--- config.mk ---
export PLATFORM = sky130hd
export DESIGN_NAME = matrix_buffer
export DESIGN_NICKNAME = d
export VERILOG_FILES = /design/src/rtl/tpu_pkg.sv /design/src/rtl/matrix_bank.sv /design/src/rtl/matrix_buffer.sv
export SDC_FILE = /design/constraint.sdc
export NUM_CORES = 1
export LEC_CHECK = 0
export CORE_MARGIN = 2
export CORE_UTILIZATION = 55
export CTS_CLUSTER_SIZE = 20
export DETAILED_ROUTE_END_ITERATION = 6
export GPL_TIMING_DRIVEN = 0
export PLACE_DENSITY = 0.75
export SYNTH_ARGS = -nofsm -noshare
export SYNTH_HDL_FRONTEND = slang
export SYNTH_SLANG_ARGS = --single-unit
--- constraint.sdc ---
create_clock -name clk -period 5.5 [get_ports clk]
set_clock_uncertainty 0.05 [all_clocks]
set_input_delay 1.1 -clock clk [delete_from_list [all_inputs] [get_ports clk]]
set_output_delay 1.1 -clock clk [all_outputs]
set_load 0.01 [all_outputs]
--- src/rtl/tpu_pkg.sv ---
// Shared constants and types for the TPU matrix datapath.
// Default element width/dimension and the read-mode encoding.
package tpu_pkg;

    localparam int DEF_WIDTH = 8;
    localparam int DEF_DIM   = 4;

    typedef enum logic {
        RD_ROW = 1'b0,
        RD_COL = 1'b1
    } rd_mode_t;

endpackage

--- src/rtl/matrix_bank.sv ---
// One DIM x DIM element store: row write, row or column read.
// Column mux only exists with MATRIX_BUFFER_TRANSPOSE_EN defined.
import tpu_pkg::*;

module matrix_bank #(
    parameter  int WIDTH = DEF_WIDTH,
    parameter  int DIM   = DEF_DIM,
    localparam int AW    = $clog2(DIM)
) (
    input  logic                 clk_i,
    input  logic                 we_i,
    input  logic [AW-1:0]        waddr_i,
    input  logic [DIM*WIDTH-1:0] wdata_i,
    input  logic [AW-1:0]        raddr_i,
    input  rd_mode_t             mode_i,
    output logic [DIM*WIDTH-1:0] rdata_o
);

    logic [DIM*WIDTH-1:0] mem_q [DIM];

    // Row store; contents deliberately survive reset
    always_ff @(posedge clk_i) begin
        if (we_i) begin
            mem_q[waddr_i] <= wdata_i;
        end
    end

`ifdef MATRIX_BUFFER_TRANSPOSE_EN
    // Row read, or gather column raddr_i across all rows
    always_comb begin
        rdata_o = mem_q[raddr_i];
        if (mode_i == RD_COL) begin
            for (int i = 0; i < DIM; i++) begin
                rdata_o[i*WIDTH +: WIDTH] =
                    mem_q[i][int'(raddr_i)*WIDTH +: WIDTH];
            end
        end
    end
`else
    logic unused_mode;
    assign unused_mode = mode_i;

    // Row read only
    always_comb begin
        rdata_o = mem_q[raddr_i];
    end
`endif

endmodule

--- src/rtl/matrix_buffer.sv ---
// Double-buffered DIM x DIM matrix store with full/release hand-off.
// Define MATRIX_BUFFER_TRANSPOSE_EN to enable column (transpose) reads.
import tpu_pkg::*;

module matrix_buffer #(
    parameter  int WIDTH = DEF_WIDTH,
    parameter  int DIM   = DEF_DIM,
    localparam int AW    = $clog2(DIM)
) (
    input  logic                 clk,
    input  logic                 rst_n,
    input  logic                 wr_valid,
    output logic                 wr_ready,
    input  logic [DIM*WIDTH-1:0] wr_data,
    input  logic                 rd_req,
    input  logic [AW-1:0]        rd_addr,
    input  logic                 rd_col,
    output logic                 rd_valid,
    output logic [DIM*WIDTH-1:0] rd_data,
    input  logic                 rd_release,
    output logic                 drain_ready,
    output logic                 err
);

    logic                 fp_q, fp_d;
    logic                 dp_q, dp_d;
    logic [1:0]           full_q, full_d;
    logic [AW-1:0]        wcnt_q, wcnt_d;
    logic                 err_q, err_d;
    logic                 rd_valid_q, rd_valid_d;
    logic [DIM*WIDTH-1:0] rd_data_q, rd_data_d;

    logic                 wr_acc;
    logic                 rd_acc;
    logic                 rel_acc;
    logic                 wr_last;
    rd_mode_t             rd_mode;
    logic [DIM*WIDTH-1:0] bank_rdata [2];

`ifdef MATRIX_BUFFER_TRANSPOSE_EN
    assign rd_mode = rd_col ? RD_COL : RD_ROW;
`else
    logic unused_rd_col;
    assign unused_rd_col = rd_col;
    assign rd_mode = RD_ROW;
`endif

    assign wr_ready    = !full_q[fp_q];
    assign drain_ready = full_q[dp_q];
    assign wr_acc      = wr_valid && wr_ready;
    assign rd_acc      = rd_req && drain_ready;
    assign rel_acc     = rd_release && drain_ready;
    assign wr_last     = (wcnt_q == AW'(DIM - 1));

    assign rd_valid = rd_valid_q;
    assign rd_data  = rd_data_q;
    assign err      = err_q;

    genvar b;
    generate
        for (b = 0; b < 2; b++) begin : g_bank
            matrix_bank #(
                .WIDTH (WIDTH),
                .DIM   (DIM)
            ) u_bank (
                .clk_i   (clk),
                .we_i    (wr_acc && (fp_q == 1'(b))),
                .waddr_i (wcnt_q),
                .wdata_i (wr_data),
                .raddr_i (rd_addr),
                .mode_i  (rd_mode),
                .rdata_o (bank_rdata[b])
            );
        end
    endgenerate

    // Next state: fill progress, bank hand-off, read result, error latch
    always_comb begin
        fp_d       = fp_q;
        dp_d       = dp_q;
        full_d     = full_q;
        wcnt_d     = wcnt_q;
        err_d      = err_q;
        rd_valid_d = rd_acc;
        rd_data_d  = '0;

        if (rd_acc) begin
            rd_data_d = bank_rdata[dp_q];
        end

        // Release and fill completion never target the same bank
        if (rel_acc) begin
            full_d[dp_q] = 1'b0;
            dp_d         = ~dp_q;
        end

        if (wr_acc) begin
            if (wr_last) begin
                full_d[fp_q] = 1'b1;
                fp_d         = ~fp_q;
                wcnt_d       = '0;
            end else begin
                wcnt_d = wcnt_q + 1'b1;
            end
        end

        if ((wr_valid && !wr_ready) ||
            (rd_req && !drain_ready) ||
            (rd_release && !drain_ready)) begin
            err_d = 1'b1;
        end
    end

    // Control and output registers
    always_ff @(posedge clk or negedge rst_n) begin
        if (!rst_n) begin
            fp_q       <= 1'b0;
            dp_q       <= 1'b0;
            full_q     <= '0;
            wcnt_q     <= '0;
            err_q      <= 1'b0;
            rd_valid_q <= 1'b0;
            rd_data_q  <= '0;
        end else begin
            fp_q       <= fp_d;
            dp_q       <= dp_d;
            full_q     <= full_d;
            wcnt_q     <= wcnt_d;
            err_q      <= err_d;
            rd_valid_q <= rd_valid_d;
            rd_data_q  <= rd_data_d;
        end
    end

endmodule

==> results of run 1 <==
==> flip-flops by register name, indices dropped and copies added, names as in the netlist <==
signal / cells
fp_q: 1
wcnt_q: 2
rd_data: 32
full_q: 2
err: 1
rd_valid: 1
g_bank.u_bank.mem_q: 256
dp_q: 1
==> final cells by class <==
| class | instances | area [sq um] | share of cell area (%) |
|---|---|---|---|
| Tap cell | 270 | 337.8 | 2.530 |
| Sequential cell | 296 | 8688 | 65.07 |
| Clock buffer | 41 | 820.8 | 6.147 |
| Buffer | 28 | 301.5 | 2.258 |
| Clock inverter | 11 | 107.6 | 0.8059 |
| Inverter | 4 | 15.01 | 0.1125 |
| Multi-Input combinational cell | 260 | 2180 | 16.32 |
| Timing Repair Buffer | 81 | 900.9 | 6.747 |
==> layer usage <==
layer	part of all wire (%)	track usage, %	wire (microns)	vias up
li1	-	-	-	2531
met1	42	27.37	9160	2836
met2	51	36.23	11070	183
met3	5.7	2.938	1252	31
met4	1.4	4.466	295	2
met5	0.050	0	11	-
==> how the worst min path moves through the flow <==
stage	from	end	slack (ps)	depth (start not counted)
final	err$_DFFE_PN0P_	err$_DFFE_PN0P_	420	1
after global placement	err$_DFFE_PN0P_	err$_DFFE_PN0P_	420	1
after CTS	err$_DFFE_PN0P_	err$_DFFE_PN0P_	430	1
after floorplan	err$_DFFE_PN0P_	err$_DFFE_PN0P_	460	1
after detailed placement	err$_DFFE_PN0P_	err$_DFFE_PN0P_	410	1
after global routing	err$_DFFE_PN0P_	err$_DFFE_PN0P_	450	1
==> Yosys cell counts, drive strengths merged <==
| library cell | n |
|---|---|
| nand3b | 1 |
| mux2 | 2 |
| nor2 | 1 |
| nand2b | 2 |
| o22ai | 64 |
| nor3b | 1 |
| ha | 4 |
| buf | 28 |
| a31oi | 1 |
| nand4bb | 1 |
| nand4b | 2 |
| a21oi | 1 |
| mux2i | 130 |
| edfxtp | 256 |
| and2 | 7 |
| or2 | 32 |
| and3b | 1 |
| inv | 4 |
| a21o | 2 |
| nand4 | 1 |
| nor2b | 1 |
| dfrtp | 40 |
| nand2 | 5 |
| o21ai | 1 |
==> stage by stage <==
step / cell area [sq um] / power (mW)
5_1_grt: 13350 / 5.699
4_1_cts: 13350 / 5.535
3_5_place_dp: 12420 / 3.652
3_3_place_gp: 12240 / 3.564
6_report: 13350 / 5.500
2_1_floorplan: 11180 / 3.280
==> cell families after synthesis <==
kind of cell	count (synthesis)	share of synthesized area [%]
simple gates	55	3.269
flops	296	77.74
buf+inv	32	2.832
fa+ha+maj	4	0.4478
mux	132	11.85
compound gates	69	3.862
==> worst max-delay path, cell delays in order (launching register included) <==
cell and delay [ps]:
dfrtp_1 470, mux2i_1 260, clkdlybuf4s50_1 590
==> placed cells by master, fill, tap and decap left out, drive strengths merged, types with 2 or more instances in the layout <==
cell,count
and2,7
edfxtp,256
dfrtp,40
buf,37
a21o,2
nand2,5
mux2,2
bufinv,2
nand4b,2
inv,4
clkdlybuf4s50,72
ha,4
clkbuf,41
clkinv,8
or2,32
o22ai,64
nand2b,2
mux2i,130
==> power by group <==
part	leakage, nW	switching [mW]	internal, mW	total (mW)
Clock	0.454	0.776	1.13	1.90
Combinational	1.68	0.427	0.307	0.735
Sequential	2.86	0.0879	2.77	2.86
Total	5.00	1.29	4.21	5.50
==> impl_metrics.yaml, run 1 <==
outcome:
  outcome: "completed"
timing:
  drv_slew: 0
  fmax_mhz: 334.3
  finalCritPeriodShare_pct: 54.39
  min_period_ps: 2992
  fin_ws_ps: 2508
  worst_slew_pin_slew_ps: 888.5
  final_hold_viol_count: 0
  hold_slack_ps: 420.5
  final.setup.tns_ps: 0
  rsz0062_at_grt: "false"
  setup_viol: 0
  max_slew_margin_pct: 40.68
synthesis:
  yosysSeqAreaShare_pct: 77.74
  avgSynthCellArea_sq_um: 19.01
  yosys.area.top_type: "edfxtp_1"
  synth_area_leaders: "edfxtp_1, mux2i_1, dfrtp_1"
  synth_cells: 588
  ys_types: 29
  syn_area_sq_um: 11180
  synth_seq_cells: 296
  synth-warning-count: 0
  synth_fp_nets: 632
  synth_top_area_share_pct: 68.79
setup_path:
  arrival_ps: 1840
  ff2ff_setup_slack_ps: 3500
  critPathMaxFanout: 7
  r2r_start: "full_q[0]$_DFF_PN0_"
  reg2regPathDepth: 3
  critPathCaptureType: "output port"
  crit_end: "wr_ready"
  critPathKind: "reg2out"
  r2r_end: "g_bank[0].u_bank.mem_q[3][11]$_DFFE_PP_"
  cp.required_ps: 4350
  start_kind: "flip-flop"
  cp-startpoint: "full_q[0]$_DFF_PN0_"
clock_tree:
  ctsResizeCount: 0
  cts_sinks: 296
  postCtsSetupRepairBufs: 0
  cts_buffer_depth: 3
  holdBufCountCts: 0
  cts_max_level: 1
  cts_buffers: 28
  cts_tree: "built"
  root_buffer: "clkbuf_16"
  clk_pin_slew_ps: 60
  insertion_delay_ps: 530
pwr:
  p_per_area_nw_per_um2: 411.9
  p_leak_nw: 4.998
  ir_worst_vdd_mv: 0.3184
floorplan:
  row_count: 52
  die_area_sq_um: 21480
  start_util_pct: 55.59
  fp.coreArea_sq_um: 20100
  fp.dieH_microns: 146.5
  pin_count: 76
  die_w_microns: 146.5
flow_run:
  drv_cap: 0
place:
  dp.cells: 939
  preCtsSetupSlack_ps: 2336
  place_congestion: 0.7204
  dp_hpwl_microns: 13240
  numPortBuffers: 73
grt:
  grt_pass1_vias: 5860
  grt_max_degree: 33
  grt_first_pass_wirelength_microns: 33110
  grt-ovfl-total: 0
  antenna_found_initial: 1
  grt_use_total_pct: 20.48
layout:
  drive_gt1_share_pct: 12.34
  num-nets-final: 743
  stdcell_count: 991
  synthToLayoutAreaGrowth_pct: 19.47
  utilization_pct: 66.41
  nFillCells: 1289
  diodes: 0
routing:
  via_per_inst: 5.634
  avgRoutedWirePerCell_microns: 21.99
  drt_wl_total_microns: 21790
  antenna_left: 0
  drcViolationCount: 0
  vias: 5583
  first_pass_iters: 5
  dr.first_iter.drc_count: 367
worst_hold_path:
  worstHoldPathType: "reg2reg"
No activity file was read; power rests on OpenSTA's default activity.
==> inputs of run 2 (changes only) <==
clock period = 3 ns   (was 5.5 ns; I/O delays follow)
==> results of run 2 <==
The final DEF is identical to that of run 1. Status: completed.
Main changes from that run: setup slack after placement 2336 ps -> 336.0 ps; setup slack after layout 2508 ps -> 508.4 ps; hold slack 420.5 ps -> 1.114 ps; register-to-register setup slack 3500 ps -> 1000 ps; total power 5.500 mW -> 10.08 mW; worst IR drop on VDD 0.3184 mV -> 0.5837 mV
